File: config.mk
export PLATFORM = sky130hd
export DESIGN_NAME = i2s_target_rx
export DESIGN_NICKNAME = d
export VERILOG_FILES = /design/src/rtl/i2s_target_rx.sv
export SDC_FILE = /design/constraint.sdc
export NUM_CORES = 1
export LEC_CHECK = 0
export ABC_AREA = 1
export BUFFER_PORTS_ARGS = -buffer_cell sky130_fd_sc_hd__buf_2
export CAP_MARGIN = 15
export CORE_UTILIZATION = 50
export CTS_CLUSTER_SIZE = 20
export DETAILED_ROUTE_END_ITERATION = 7
export PLACE_DENSITY = 0.68
export RECOVER_POWER = 100
export SLEW_MARGIN = 20
export SYNTH_ARGS = -nofsm -noshare
export SYNTH_HDL_FRONTEND = slang
export SYNTH_SLANG_ARGS = --single-unit
File: constraint.sdc
create_clock -name clk -period 3.7 [get_ports clk]
set_input_delay 0 -clock clk [delete_from_list [all_inputs] [get_ports clk]]
set_output_delay 0 -clock clk [all_outputs]
set_load 0.01 [all_outputs]
File: src/rtl/i2s_target_rx.sv
// i2s_target_rx: I2S clock-follower receiver.
//
// Oversamples an externally driven sclk/lrck/sdi on the local clock,
// deserializes one stereo frame and hands it out as a left/right pair
// over a valid/ready handshake.
//
// Ports:
//   clk        system clock, at least 4x the SCLK frequency
//   rst_n      active-low asynchronous reset
//   sclk       external bit clock (asynchronous to clk)
//   lrck       external word select, 0 = left, 1 = right
//   sdi        external serial data
//   left_o     left sample, two's complement
//   right_o    right sample, two's complement
//   vld_o      frame valid, held until accepted
//   rdy_i      consumer ready; transfer when vld_o && rdy_i
//   ovf_o      sticky: a completed frame was dropped
//   ovf_clr_i  single-cycle clear for ovf_o (a same-cycle drop wins)
//   frm_err_o  one-cycle pulse on a framing violation
//   lock_o     high after the first good frame, low in HUNT
//
// state | meaning
// HUNT  | waiting for a 1->0 LRCK change to align on a left slot
// LEFT  | capturing the left slot
// RIGHT | capturing the right slot; frame completes on the next 1->0 change

module i2s_target_rx #(
    parameter int DATA_W      = 24,
    parameter int SLOT_W      = 32,
    parameter int SYNC_STAGES = 2
) (
    input  logic              clk,
    input  logic              rst_n,
    input  logic              sclk,
    input  logic              lrck,
    input  logic              sdi,
    output logic [DATA_W-1:0] left_o,
    output logic [DATA_W-1:0] right_o,
    output logic              vld_o,
    input  logic              rdy_i,
    output logic              ovf_o,
    input  logic              ovf_clr_i,
    output logic              frm_err_o,
    output logic              lock_o
);

    typedef enum logic [1:0] {HUNT, LEFT, RIGHT} state_t;

    // k counts sre events within a slot; K_LAST is the index of the final
    // bit of a correctly sized slot.
    localparam logic [5:0] K_LAST = 6'(SLOT_W - 1);
    localparam logic [5:0] K_DATA = 6'(DATA_W);
    localparam logic [5:0] K_MAX  = 6'd63;

    logic [SYNC_STAGES-1:0] sclk_sync;
    logic [SYNC_STAGES-1:0] lrck_sync;
    logic [SYNC_STAGES-1:0] sdi_sync;
    logic                   sclk_prev;
    logic                   lrck_prev;
    logic [5:0]             k;
    logic [DATA_W-1:0]      shift_q;
    logic [DATA_W-1:0]      left_hold;
    state_t                 state_q;
    state_t                 state_d;

    logic sclk_s;
    logic lrck_s;
    logic sdi_s;
    logic sre;
    logic lr_chg;
    logic err;
    logic latch_left;
    logic frame_done;
    logic load;
    logic drop;

    assign sclk_s = sclk_sync[SYNC_STAGES-1];
    assign lrck_s = lrck_sync[SYNC_STAGES-1];
    assign sdi_s  = sdi_sync[SYNC_STAGES-1];
    assign sre    = sclk_s & ~sclk_prev;
    assign lr_chg = sre & (lrck_s ^ lrck_prev);

    always_ff @(posedge clk or negedge rst_n) begin
        if (!rst_n) begin
            sclk_sync <= '0;
            lrck_sync <= '0;
            sdi_sync  <= '0;
            sclk_prev <= 1'b0;
        end else begin
            sclk_sync <= {sclk_sync[SYNC_STAGES-2:0], sclk};
            lrck_sync <= {lrck_sync[SYNC_STAGES-2:0], lrck};
            sdi_sync  <= {sdi_sync[SYNC_STAGES-2:0], sdi};
            sclk_prev <= sclk_s;
        end
    end

    // Bit position and data capture. k=0 carries the previous slot's
    // trailing bit, so data shifts only while the new k lands in 1..DATA_W.
    always_ff @(posedge clk or negedge rst_n) begin
        if (!rst_n) begin
            lrck_prev <= 1'b0;
            k         <= '0;
            shift_q   <= '0;
            left_hold <= '0;
        end else begin
            if (sre) begin
                lrck_prev <= lrck_s;
                if (lr_chg) begin
                    k <= '0;
                end else if (k != K_MAX) begin
                    k <= k + 6'd1;
                end
                if (!lr_chg && (k < K_DATA)) begin
                    shift_q <= {shift_q[DATA_W-2:0], sdi_s};
                end
            end
            if (latch_left) begin
                left_hold <= shift_q;
            end
        end
    end

    always_ff @(posedge clk or negedge rst_n) begin
        if (!rst_n) begin
            state_q <= HUNT;
        end else begin
            state_q <= state_d;
        end
    end

    always_comb begin
        state_d    = state_q;
        err        = 1'b0;
        latch_left = 1'b0;
        frame_done = 1'b0;
        if (sre) begin
            case (state_q)
                HUNT: begin
                    if (lr_chg && !lrck_s) begin
                        state_d = LEFT;
                    end
                end
                LEFT: begin
                    if (lr_chg) begin
                        if (k == K_LAST) begin
                            latch_left = 1'b1;
                            state_d    = RIGHT;
                        end else begin
                            err     = 1'b1;
                            state_d = HUNT;
                        end
                    end else if (k == K_LAST) begin
                        // Slot overran SLOT_W without a word-select change.
                        err     = 1'b1;
                        state_d = HUNT;
                    end
                end
                RIGHT: begin
                    if (lr_chg) begin
                        if (k == K_LAST) begin
                            frame_done = 1'b1;
                            state_d    = LEFT;
                        end else begin
                            err     = 1'b1;
                            state_d = HUNT;
                        end
                    end else if (k == K_LAST) begin
                        err     = 1'b1;
                        state_d = HUNT;
                    end
                end
                default: begin
                    state_d = HUNT;
                end
            endcase
        end
    end

    // A completing frame replaces the held one when the slot is free or
    // being accepted in this same cycle; otherwise it is dropped.
    assign load = frame_done & (~vld_o | rdy_i);
    assign drop = frame_done & vld_o & ~rdy_i;

    always_ff @(posedge clk or negedge rst_n) begin
        if (!rst_n) begin
            left_o    <= '0;
            right_o   <= '0;
            vld_o     <= 1'b0;
            ovf_o     <= 1'b0;
            frm_err_o <= 1'b0;
            lock_o    <= 1'b0;
        end else begin
            if (load) begin
                left_o  <= left_hold;
                right_o <= shift_q;
                vld_o   <= 1'b1;
            end else if (vld_o && rdy_i) begin
                vld_o <= 1'b0;
            end

            if (drop) begin
                ovf_o <= 1'b1;
            end else if (ovf_clr_i) begin
                ovf_o <= 1'b0;
            end

            frm_err_o <= err;

            if ((state_d == HUNT) && (state_q != HUNT)) begin
                lock_o <= 1'b0;
            end else if (frame_done) begin
                lock_o <= 1'b1;
            end
        end
    end

endmodule

==> parameters.txt <==
Parameter                              Value

Critical path
  Critical path arrival ... 3180 ps
  Kind of start point of the critical path ... flip-flop
  Max FO, Critical Path ... 48
  Type of destination of the critical path ... flip-flop
  Delay contributed by the slowest stage of the critical path ... 680 ps
  Cell seen most often among critical-path stages ... sky130_fd_sc_hd__nand3_2
  Max stage delay cell, worst path ... sky130_fd_sc_hd__nand3_2
  Critical path type ... flip-flop to flip-flop
  Critical Path, Cell by Cell ... inv_1, nor2_1, nand3_2, clkinv_2, ha_1, nand3_2, o21ai_0
  Required time reported for the critical path endpoint ... 4080 ps

Drt
  Remaining DRCs ... 10
  Count of nets left with antenna violations after detail routing ... 0
  Number of vias per cell ... around 5
  Number of violations reported at the end of detailed-routing iteration 0 ... between 150 and 200
  Average wire per standard cell ... 13.8 um
  DRT Wirelength ... ~8.5 mm
  Number of search-and-repair iterations in the first detailed-routing pass ... 6
  Via count ... 3056

Floorplanning
  Top Ports ... 59
  Starting Density ... 52.0%
  Core area ... 8810 um^2
  Number of cell rows ... 34
  Full die area ... 9540 um^2
  Horiz. Die Dim ... 97.7 um
  Die Ht ... 97.7 um

Clocking
  CTS tree ... built
  Post_cts resized ... 0
  Clock buffer depth ... 2
  Clock Latency Late Sink ... 510 ps
  Clk Tree Root Cell ... sky130_fd_sc_hd__clkbuf_8
  Max H-tree Level ... 4
  Number of clock sinks ... 116
  Clock slew seen by the registers of the worst setup and hold paths ... 60 ps
  Number of buffers created by CTS ... 17

Global route
  Via count of the first global-routing pass ... 3042
  Antenna violations before repair ... 0
  Largest net degree at the start of global routing ... 74
  First-pass GRT wire length ... around 14 mm
  Total overflow reported by the global router ... 0
  Overall global routing resource usage ... 19.6%

Run status
  Run status ... finished, violations left
  Failing checks ... design-rule violations

Synth
  Synth top cells by count ... sky130_fd_sc_hd__dfrtp_1 (116), sky130_fd_sc_hd__nand2_1 (104), sky130_fd_sc_hd__o21ai_1 (51)
  Most area-hungry cell type in the Yosys netlist ... sky130_fd_sc_hd__dfrtp_1
  Most area-consuming cells after synthesis ... sky130_fd_sc_hd__dfrtp_1 (63%), sky130_fd_sc_hd__nand2_1 (8.5%), sky130_fd_sc_hd__mux2_4 (6.9%)
  Yosys cell types ... 27
  Synthesized flop and latch total ... 116
  Number of cells produced by synthesis ... 424
  Yosys Warn Count ... 0
  Area share of the largest cell type after synthesis ... a little under two thirds
  Cell area after synthesis ... 4580 um^2
  Dominant synthesized flop cell ... sky130_fd_sc_hd__dfrtp_1
  Avg Cell Area, Syn ... roughly 11 um^2
  Async SR Flop Fraction ... 100%
  Nets in the synthesized netlist ... 437
  Leading cell type by number of instances after synthesis ... sky130_fd_sc_hd__dfrtp_1
  Post-synthesis sequential area ratio ... 63.4%
  Post-synth EDFFs ... 0

Timing
  Worst-case clock skew ... 11.1 ps
  Final max-slew violation count ... 0
  Slew at the pin closest to its max-slew limit ... roughly 1300 ps
  Setup TNS after final layout ... 0 ps
  Slew headroom ... 11.5%
  Final count of negative-setup-slack endpoints ... 0
  Final period utilization ... 75.6%
  Minimum period implied by the final worst setup slack ... between 2000 and 3000 ps
  RSZ-0062 raised after global routing ... no
  Max Clk Rate ... between 0.3 and 0.4 GHz
  Endpoints failing hold ... 0
  Final Worst Setup Slack ... 904 ps

Cells and area
  Fin nets ... 508
  Area overhead of the layout relative to synthesis ... 18.3%
  Layout cell share with drive strength beyond 1 ... a little under a tenth
  Diodes inserted ... 0

Power and ir drop
  Leakage component of the power ... 2.60 nW
  PD cells ... 581 nW/um^2
  VDD IR-drop max ... 0.368 mV

Job
  Max-cap violation count ... 0

Placed design
  Final weighted congestion in routability-driven placement ... 0.774
  Half-perimeter wire length after placement ... 5.07 mm
  Setup slack at placement ... 1140 ps
  IO buf count ... 58

Min path
  Classification of the worst-slack hold path ... input pin to flip-flop
## worst paths after layout
kind,start,endpoint,slack [ps],depth (start not counted)
min in group asynchronous,rst_n,left_o[11],830,4
max reg2reg,sclk_sync[1],left_hold[20],900,7
min,lrck,lrck_sync[0],140,2
max in group asynchronous,rst_n,right_o[15],1800,4
min reg2reg,sclk_sync[0],sclk_sync[1],350,0
max,sclk_sync[1],left_hold[20],900,7
## metrics by stage
step / std cells / utilization [%] / total power [mW] / hold WS [ps] / area (um^2)
after detailed placement: 575 / 56.0 / 1.60 / -66.6 / 4930
after floorplan: 424 / - / 1.53 / -296 / 4580
after CTS: 616 / 63.7 / 3.19 / 123 / 5610
final: 616 / 61.5 / 3.15 / 143 / 5420
after global placement: 575 / 56.0 / 1.59 / -66.5 / 4930
after global routing: 616 / 61.5 / 3.27 / 139 / 5420
## flip-flops by register name, summed over array words and instances (netlist names)
name / count
frm_err_o: 1
k: 6
left_hold: 24
left_o: 24
lock_o: 1
lrck_prev: 1
lrck_sync: 2
ovf_o: 1
right_o: 24
sclk_prev: 1
sclk_sync: 2
sdi_sync: 2
shift_q: 24
state_q: 2
vld_o: 1
## cells in the final DEF (no fill, tap or decap)
cell                            netlist  final
sky130_fd_sc_hd__inv_6                0      3
sky130_fd_sc_hd__clkbuf_16            0     16
sky130_fd_sc_hd__bufinv_16            0      2
sky130_fd_sc_hd__mux2_1               3     24
sky130_fd_sc_hd__clkbuf_2             0      2
sky130_fd_sc_hd__buf_2                6      5
sky130_fd_sc_hd__nor3_1               2      2
sky130_fd_sc_hd__or2_2                1      1
sky130_fd_sc_hd__nor2_4               1      1
sky130_fd_sc_hd__clkinv_1             1      1
sky130_fd_sc_hd__clkinvlp_4           0      4
sky130_fd_sc_hd__clkbuf_1             5     54
sky130_fd_sc_hd__dfrtp_1            116    116
sky130_fd_sc_hd__o21ai_1             51      4
sky130_fd_sc_hd__clkinv_2             1      3
sky130_fd_sc_hd__o21ai_0             27     74
sky130_fd_sc_hd__inv_2                3      2
sky130_fd_sc_hd__nand4_1              1      1
sky130_fd_sc_hd__dlygate4sd3_1        0      8
sky130_fd_sc_hd__nand2_4              1      1
sky130_fd_sc_hd__ha_1                 6      6
sky130_fd_sc_hd__clkbuf_8             0      2
sky130_fd_sc_hd__inv_1               37     38
sky130_fd_sc_hd__nand3_2              1      2
sky130_fd_sc_hd__nand2_1            104    106
sky130_fd_sc_hd__nand3_1             10      9
sky130_fd_sc_hd__buf_4                0      1
sky130_fd_sc_hd__a21oi_1              5      5
sky130_fd_sc_hd__clkinv_4             0      3
sky130_fd_sc_hd__nor2_1              10     12
## critical path, delay by kind of cell (launching register included)
family | cells | cell delay (ps)
AOI/OAI and AO/OA | 1 | 500
DFF | 1 | 340
and+or+nand+nor | 3 | 1440
adders and majority gates | 1 | 200
buffers and inverters | 2 | 190
## what timing repair did
item	in CTS	in global routing
buffers inserted	0	0
hold buffers	9	0
hold endpoints to repair	121	0
## routing by layer
layer	part of all wire [%]	GRT usage, %	up-vias
li1	-	-	1502
met1	47	25.4	1483
met2	48	31.2	57
met3	4.1	4.96	14
met4	1.7	9.09	0
met5	0	0	-
## kinds of logic after synthesis
group | count (synthesis) | synth area share (%)
muxes | 24 | 7.62
AOI/OAI and AO/OA | 83 | 9.07
buffers and inverters | 60 | 5.77
DFF | 116 | 63.4
adders and majority gates | 6 | 1.64
and+or+nand+nor | 135 | 12.5
## power breakdown
group	leakage (nW)	switching, mW	total (mW)	internal [mW]
clock network	0.274	0.591	1.57	0.980
registers	1.59	0.0401	1.37	1.33
logic	0.740	0.136	0.204	0.0680
## layout make-up
class | count | area, um^2
Clock buffer | 18 | 428
Clock inverter | 14 | 153
Fill cell | 741 | 3390
Inverter | 42 | 159
Multi-Input combinational cell | 248 | 1310
Sequential cell | 116 | 2900
Tap cell | 108 | 135
Timing Repair Buffer | 70 | 325
No activity file was read; power rests on OpenSTA's default activity.
